## config.mk

```make
export PLATFORM = sky130hd
export DESIGN_NAME = mem_req_arbiter
export DESIGN_NICKNAME = d
export VERILOG_FILES = /design/src/rtl/mem_req_arbiter_pkg.sv /design/src/rtl/mem_req_arbiter_id_fifo.sv /design/src/rtl/mem_req_arbiter.sv
export SDC_FILE = /design/constraint.sdc
export NUM_CORES = 1
export LEC_CHECK = 0
export ABC_AREA = 1
export BUFFER_PORTS_ARGS = -buffer_cell sky130_fd_sc_hd__buf_4
export CAP_MARGIN = 20
export CORE_AREA = 2 2 124 126
export DETAILED_ROUTE_END_ITERATION = 7
export DIE_AREA = 0 0 126 128
export SYNTH_ARGS = -nofsm -noshare
export SYNTH_HDL_FRONTEND = slang
export SYNTH_SLANG_ARGS = --single-unit
```

## constraint.sdc

```tcl
create_clock -name clk -period 4.75 [get_ports clk]
set_input_delay 0.2375 -clock clk [delete_from_list [all_inputs] [get_ports clk]]
set_output_delay 0.2375 -clock clk [all_outputs]
set_load 0.02 [all_outputs]
```

## src/rtl/mem_req_arbiter_pkg.sv

```systemverilog
// Shared types and encodings for the instruction/data memory request arbiter.
package mem_req_arbiter_pkg;

  localparam int unsigned SIZE_W = 2;

  localparam logic ID_INST = 1'b0;
  localparam logic ID_DATA = 1'b1;

  typedef enum logic [1:0] {
    ST_IDLE      = 2'd0,
    ST_LOCK_INST = 2'd1,
    ST_LOCK_DATA = 2'd2
  } arb_state_e;

  typedef enum logic [1:0] {
    GNT_NONE = 2'd0,
    GNT_INST = 2'd1,
    GNT_DATA = 2'd2
  } arb_grant_e;

  typedef struct packed {
    logic              wr;
    logic [SIZE_W-1:0] size;
    logic [31:0]       addr;
    logic [3:0]        wstrb;
    logic [31:0]       wdata;
  } mem_cmd_t;

  function automatic arb_state_e lock_state(input arb_grant_e g);
    return (g == GNT_DATA) ? ST_LOCK_DATA : ST_LOCK_INST;
  endfunction

endpackage

```

## src/rtl/mem_req_arbiter_id_fifo.sv

```systemverilog
// In-order FIFO of 1-bit requester IDs for accepted-but-unanswered requests.
module arb_id_fifo #(
  parameter int unsigned DEPTH = 4
) (
  input  logic clk,
  input  logic reset,
  input  logic push_i,
  input  logic id_i,
  input  logic pop_i,
  output logic head_o,
  output logic full_o,
  output logic empty_o
);

  localparam int unsigned PW = (DEPTH > 1) ? $clog2(DEPTH) : 1;
  localparam int unsigned CW = $clog2(DEPTH) + 1;

  logic [DEPTH-1:0] mem_q;
  logic [PW-1:0]    wr_ptr_q;
  logic [PW-1:0]    rd_ptr_q;
  logic [CW-1:0]    count_q;
  logic [CW-1:0]    count_d;
  logic             do_push;
  logic             do_pop;

  assign full_o  = (count_q == CW'(DEPTH));
  assign empty_o = (count_q == '0);
  assign head_o  = mem_q[rd_ptr_q];

  assign do_push = push_i & ~full_o;
  assign do_pop  = pop_i & ~empty_o;

  always_comb begin
    count_d = count_q;
    unique case ({do_push, do_pop})
      2'b10:   count_d = count_q + CW'(1);
      2'b01:   count_d = count_q - CW'(1);
      default: count_d = count_q;
    endcase
  end

  // DEPTH is a power of two, so pointer overflow is the modulo wrap.
  always_ff @(posedge clk) begin
    if (reset) begin
      wr_ptr_q <= '0;
      rd_ptr_q <= '0;
      count_q  <= '0;
      mem_q    <= '0;
    end else begin
      count_q <= count_d;
      if (do_push) begin
        mem_q[wr_ptr_q] <= id_i;
        wr_ptr_q        <= wr_ptr_q + PW'(1);
      end
      if (do_pop) begin
        rd_ptr_q <= rd_ptr_q + PW'(1);
      end
    end
  end

endmodule

```

## src/rtl/mem_req_arbiter.sv

```systemverilog
// Two-master (inst/data) arbiter onto one pipelined memory port with in-order response routing.
module mem_req_arbiter
  import mem_req_arbiter_pkg::*;
#(
  parameter int unsigned OT_DEPTH = 4
) (
  input  logic              clk,
  input  logic              reset,

  input  logic              inst_req,
  input  logic              inst_wr,
  input  logic [SIZE_W-1:0] inst_size,
  input  logic [31:0]       inst_addr,
  input  logic [3:0]        inst_wstrb,
  input  logic [31:0]       inst_wdata,
  output logic              inst_addr_ok,
  output logic              inst_data_ok,
  output logic [31:0]       inst_rdata,

  input  logic              data_req,
  input  logic              data_wr,
  input  logic [SIZE_W-1:0] data_size,
  input  logic [31:0]       data_addr,
  input  logic [3:0]        data_wstrb,
  input  logic [31:0]       data_wdata,
  output logic              data_addr_ok,
  output logic              data_data_ok,
  output logic [31:0]       data_rdata,

  output logic              mem_req,
  output logic              mem_wr,
  output logic [SIZE_W-1:0] mem_size,
  output logic [31:0]       mem_addr,
  output logic [3:0]        mem_wstrb,
  output logic [31:0]       mem_wdata,
  input  logic              mem_addr_ok,
  input  logic              mem_data_ok,
  input  logic [31:0]       mem_rdata,

  output logic              err_unexp_data_ok
);

  arb_state_e state_q;
  logic       rst_seen_q;
  logic       err_q;

  arb_grant_e grant;
  logic       gnt_req;
  logic       blocked;
  logic       accept;
  logic       pop;
  mem_cmd_t   inst_cmd;
  mem_cmd_t   data_cmd;
  mem_cmd_t   sel_cmd;

  logic       ot_head;
  logic       ot_full;
  logic       ot_empty;

  always_comb begin
    grant = GNT_NONE;
    unique case (state_q)
      ST_IDLE: begin
        if (data_req)      grant = GNT_DATA;
        else if (inst_req) grant = GNT_INST;
        else               grant = GNT_NONE;
      end
      ST_LOCK_INST: grant = GNT_INST;
      ST_LOCK_DATA: grant = GNT_DATA;
      default:      grant = GNT_NONE;
    endcase
  end

  assign inst_cmd = '{wr: inst_wr, size: inst_size, addr: inst_addr,
                      wstrb: inst_wstrb, wdata: inst_wdata};
  assign data_cmd = '{wr: data_wr, size: data_size, addr: data_addr,
                      wstrb: data_wstrb, wdata: data_wdata};
  assign sel_cmd  = (grant == GNT_DATA) ? data_cmd : inst_cmd;

  assign gnt_req = ((grant == GNT_INST) & inst_req) | ((grant == GNT_DATA) & data_req);

  // The port stays quiet during reset and the first cycle after it.
  assign blocked = reset | rst_seen_q;

  assign mem_req   = gnt_req & ~ot_full & ~blocked;
  assign mem_wr    = sel_cmd.wr;
  assign mem_size  = sel_cmd.size;
  assign mem_addr  = sel_cmd.addr;
  assign mem_wstrb = sel_cmd.wstrb;
  assign mem_wdata = sel_cmd.wdata;

  assign accept       = mem_req & mem_addr_ok;
  assign inst_addr_ok = accept & (grant == GNT_INST);
  assign data_addr_ok = accept & (grant == GNT_DATA);

  assign pop          = mem_data_ok & ~ot_empty & ~reset;
  assign inst_data_ok = pop & (ot_head == ID_INST);
  assign data_data_ok = pop & (ot_head == ID_DATA);

  assign inst_rdata = mem_rdata;
  assign data_rdata = mem_rdata;

  assign err_unexp_data_ok = err_q;

  arb_id_fifo #(
    .DEPTH (OT_DEPTH)
  ) u_fifo (
    .clk     (clk),
    .reset   (reset),
    .push_i  (accept),
    .id_i    ((grant == GNT_DATA) ? ID_DATA : ID_INST),
    .pop_i   (pop),
    .head_o  (ot_head),
    .full_o  (ot_full),
    .empty_o (ot_empty)
  );

  // A granted requester that is not accepted this cycle keeps the port until accepted
  // or until it drops its request.
  always_ff @(posedge clk) begin
    if (reset) begin
      state_q    <= ST_IDLE;
      rst_seen_q <= 1'b1;
      err_q      <= 1'b0;
    end else begin
      rst_seen_q <= 1'b0;
      if (mem_data_ok & ot_empty) begin
        err_q <= 1'b1;
      end
      unique case (state_q)
        ST_IDLE: begin
          if ((grant != GNT_NONE) && !accept) begin
            state_q <= lock_state(grant);
          end
        end
        ST_LOCK_INST: begin
          if (!inst_req || accept) state_q <= ST_IDLE;
        end
        ST_LOCK_DATA: begin
          if (!data_req || accept) state_q <= ST_IDLE;
        end
        default: state_q <= ST_IDLE;
      endcase
    end
  end

endmodule

```

# Word-level counts from Yosys, hierarchy flattened
# Index checks and enable logic that the tools add are counted.
# classes
n_addsub	4
n_mux	17
bitwise_logic	21
n_lt_le_gt_ge	3
eq_ne	10
reduce_logical	12
# op_table
operator	count
71-bit 2-to-1 mux	1
1-bit bitwise AND	14
2-bit case mux with 3 select lines	2
2-bit 2-to-1 mux	5
2-bit by 1-bit == test with 1-bit output (second input constant)	3
2-bit == test (second input constant)	3
2-bit by 3-bit < comparator with 1-bit output (second input constant)	2
2-bit inequality test (second input constant)	3
3-bit case mux with 2 select lines	1
1-bit 2-to-1 mux	5
1-bit NOT	5
2-bit by 1-bit adder with 2-bit output (second input constant)	2
4-bit bitwise mux	1
2-bit nonzero test	2
3-bit by 1-bit adder with 3-bit output (second input constant)	1
3-bit == test (second input constant)	1
1-bit logical NOT	3
3-bit logical NOT	1
3-bit AND reduction	1
3-bit by 1-bit subtractor with 3-bit output (second input constant)	1
1-bit binary-select mux with 2-bit select	1
1-bit demux with 2-bit select	1
2-bit by 1-bit >= comparator with 1-bit output (second input constant)	1
1-bit logical AND	2
3 further kinds	5
# word_totals
in_bits	180
reg_bits	15

# Longest topological paths before layout
# logic_depth
ltp_word	13
depth_mapped	11
depth_no_buf	11

# Modules after synthesis
# Synthesis repeated with hierarchy kept, for this count alone.
# hier_totals
hier_cells	427
area_unflattened_um2	2412.3
# by_module_without_submodules
mod	area_per_inst_um2	seq_area_each_um2	cells_each	n_inst
mem_req_arbiter	1740.4	80.1	329	1
arb_id_fifo	671.9	220.2	98	1

# Least setup slack after synthesis
# Ideal clock, no wire load.
# synth_path
kind	register to register
start	reg state_q[0]
end	reg u_fifo.count_q[2]
path_buffers	0
stages_incl_launch_ff	12
arrival_ps	1697
path_slack_ps	2931
setup_ps	122
period_less_slack_ps	1819
path_cell_list	dfxtp_1 -> inv_1 -> nand2_1 -> nand2_1 -> nand4_2 -> ha_1 -> inv_1 -> fa_1 -> a21oi_1 -> o21ai_0 -> o21ai_0 -> a21oi_1
# synth_between
elab_chain_cells	11
# synth_rtl
element	line_no	text
start: declaration	mem_req_arbiter.sv:43	arb_state_e state_q;
start signal: assignment	mem_req_arbiter.sv:133	state_q <= lock_state(grant);
2-bit == test (tied with other cells)	mem_req_arbiter.sv:62	unique case (state_q)
2-bit case mux with 3 select lines (*)	mem_req_arbiter.sv:62	
2-bit by 1-bit == test with 1-bit output / 2-bit == test (equally long branches)	mem_req_arbiter.sv:80	assign gnt_req = ((grant == GNT_INST) & inst_req) | ((grant == GNT_DATA) & data_req);
1-bit bitwise AND	mem_req_arbiter.sv:80	
1-bit OR (*)	mem_req_arbiter.sv:80	
1-bit bitwise AND (*) (2 in series)	mem_req_arbiter.sv:85	assign mem_req = gnt_req & ~ot_full & ~blocked;
1-bit bitwise AND (*)	mem_req_arbiter.sv:92	assign accept = mem_req & mem_addr_ok;
1-bit bitwise AND (*)	mem_req_arbiter_id_fifo.sv:30	assign do_push = push_i & ~full_o;
2-bit by 1-bit == test with 1-bit output / 2-bit == test (equally long branches)	mem_req_arbiter_id_fifo.sv:35	unique case ({do_push, do_pop})
3-bit case mux with 2 select lines / 2-bit nonzero test (equally long branches)	n/a	
end signal: assignment	mem_req_arbiter_id_fifo.sv:50	count_q <= count_d;
end: declaration	mem_req_arbiter_id_fifo.sv:21	logic [CW-1:0] count_q;
# Every way passes the cells marked *; elsewhere a longest branch is shown, timed or not.
# A chain may end at the register's enable or synchronous reset.

# Final worst setup path
# layout_path
start	reg state_q[0]
end	out mem_wstrb[2]
# layout_between
elab_chain_cells	4
# layout_rtl
element	line_no	text
2-bit == test (tied with other cells)	mem_req_arbiter.sv:62	
2-bit case mux with 3 select lines (*)	mem_req_arbiter.sv:62	
2-bit == test (*)	mem_req_arbiter.sv:78	assign sel_cmd = (grant == GNT_DATA) ? data_cmd : inst_cmd;
71-bit 2-to-1 mux (*)	mem_req_arbiter.sv:78	
end: declaration	mem_req_arbiter.sv:34	output logic [3:0] mem_wstrb,
# Marked as above.

==> summary.txt <==
Clock tree
  • CTS buffer count: 3
  • Post-CTS resize count: 0
  • Root Driver: clkbuf_16
  • H-tree depth: 1
  • Hold_buf cts: 0
  • Clk_lat worst skew: 240 ps
  • Clock slew seen by the registers of the worst setup and hold paths: 50 ps
  • Clk sinks: 15
  • # Post-CTS Setup Buffers: 0
  • Clk buf depth: 2
  • CTS tree: done

Routing
  • DR iter-0 viols: 151
  • Post-Route WL: 9.438 mm
  • Via Count: 2782
  • Post-DR wirelength/cell: 12.63 um
  • Post-route DRC violation count: 0
  • DRT antenna net count: 0
  • 1st-pass router iterations: 4
  • Via-per-instance ratio: 3.724

Place
  • # port buffers: 224
  • GPL Wtd Cong: 0.7709
  • Post-DP HPWL: 7.655 mm
  • DP Area: 3578 um^2

Power and ir drop
  • Switching Share: 40.47%
  • PwrDens: 212.1 nW/um^2
  • Combinational power share: 61.0%
  • Seq pwr share: 18.0%
  • Sw Pwr: 0.3140 mW
  • Internal power: 0.4618 mW
  • Clock network power share: 21.0%
  • Total power: 0.7759 mW
  • VDD IR max: 0.1705 mV
  • Lkg Pwr: 2.131 nW

Global routing
  • Gr usage total: 10.63%
  • Vias in the first global route: 2587
  • First-pass GRT wire length: 13.91 mm
  • Total gr overflow: 0
  • Largest net degree at the start of global routing: 78
  • Initial antenna violation count: 0

STA
  • Relative slew slack: 47.50%
  • Hold_ws: 214.3 ps
  • Max Clock Freq: 431.5 MHz
  • Final hold vios: 0
  • Count of final max-slew check failures: 0
  • Fin crit share: 48.79%
  • Setup TNS: 0 ps
  • Clock skew: 2.728 ps
  • Worst Tran Pin Value: 787.4 ps
  • Setup violators final: 0
  • RSZ-0062 raised after global routing: false
  • Min Tclk post-route: 2318 ps

Floorplanning
  • Core area: 14860 um^2
  • Die height: 128 um
  • I/O pin cnt: 321
  • Die W: 126 um
  • Row Count: 45
  • Die area: 16130 um^2
  • Initial Util: 14.85%

Yosys
  • Post-synthesis register bit count: 15
  • Post-Synthesis Cell Area: 2207 um^2
  • Syn avg cell area: 5.396 um^2
  • Syn Inst Count: 409
  • Synth Warn #: 0
  • Seq/Total Area, Yosys: 13.61%
  • Net count after synthesis: 595
  • Unique masters post-synth: 25

Setup path
  • Endpoint class of the critical path: output pin
  • CP Launch Type: flop
  • Crit Path Class: flop to output pin
  • Crit path DAT: 2080 ps
  • CP max FO: 38
  • Worst EP required: 4510 ps

Layout
  • Antenna cell count: 0
  • Area growth, synth to finish: 65.70%
  • Final Cell Area: 3657 um^2
  • Layout fillers: 1723
  • NumNets Final: 746
  • Fin util: 24.60%
  • Layout cells sized above 1: 42.75%

Worst hold path
  • Worst Hold Class: input pin to flop

Run status
  • Status: finished clean

Flow run
  • Max cap viols: 0
through the flow:
step,instances,worst slack (ps)
2_1_floorplan,409,2931
4_1_cts,747,2359
6_report,747,2432
3_3_place_gp,743,2619
5_1_grt,747,2237
3_5_place_dp,743,2620
placed cells by master (no fill, tap or decap), types with 2 or more instances in the layout:
master     instances
nand2_1          237
buf_4            226
inv_1             19
dfxtp_1           15
nor2_1            11
a21oi_1           10
nand3_1            8
o21ai_0            5
ha_1               5
inv_2              3
o21ai_1            3
clkbuf_16          3
nor2_4             2
metal layers:
layer | wire length (um) | part of all wire [%] | global-route usage [%]
met2 | 4127 | 44 | 16.22
met4 | 254 | 2.7 | 3.491
met1 | 4079 | 43 | 14.07
met5 | 0 | 0 | 0
met3 | 977 | 10 | 3.631
cell families after synthesis:
logic type      count (synthesis)  synth area share, %
compound gates                 21                5.215
fa+ha+maj                       6                3.742
buf+inv                       103                29.65
flops                          15                13.61
simple gates                  264                47.79
final timing paths:
kind	start	endpoint	slack, ps	depth (start not counted)
worst max-delay path	state_q[0]	mem_wstrb[2]	2430	7
worst min-delay path	reset	rst_seen_q	210	1
worst max register to register	state_q[1]	u_fifo.count_q[2]	2690	11
worst min register to register	err_unexp_data_ok	err_unexp_data_ok	460	2
state kept, by name, indices dropped and copies added, names as in the netlist:
signal             count
err_unexp_data_ok      1
rst_seen_q             1
state_q                2
u_fifo.count_q         3
u_fifo.mem_q           4
u_fifo.rd_ptr_q        2
u_fifo.wr_ptr_q        2
synth_stat cells (all sizes together):
master   instances  share of area [%]
buf             78                 25
o21ai            9                2.2
ha               5                2.8
nand3            9                2.3
a21oi           10                2.3
clkinv           1               0.17
nand4            2               0.85
nand2          237                 40
fa               1               0.91
a22oi            1               0.34
nor3             2                1.2
clkbuf           2               0.34
inv             22                3.7
dfxtp           15                 14
nor2            13                2.9
o2111ai          1               0.40
and2             1               0.28
power by group through the flow:
stage	combinational (mW)	clock [mW]	sequential [mW]
floorplan	0.313	0	0.142
global placement	0.479	0	0.142
detailed placement	0.477	0	0.142
CTS	0.479	0.168	0.140
global route	0.516	0.175	0.141
finish	0.474	0.163	0.140
worst max-delay path: stages, from the launching register on:
cell,delay (ps)
dfxtp_1,340
inv_1,110
o21ai_4,70
inv_2,420
buf_4,490
nand2_1,130
nand2_1,100
buf_4,140
area by class of cell:
cell class                      instances  area [um^2]  share of cell area [%]
Tap cell                              188        235.2                   6.432
Inverter                               23        86.33                   2.361
Multi-Input combinational cell        291         1260                   34.45
Sequential cell                        15        300.3                   8.211
Clock buffer                            4        78.83                   2.155
Timing Repair Buffer                  226         1697                   46.39
Power figures use the tool's default switching activity.
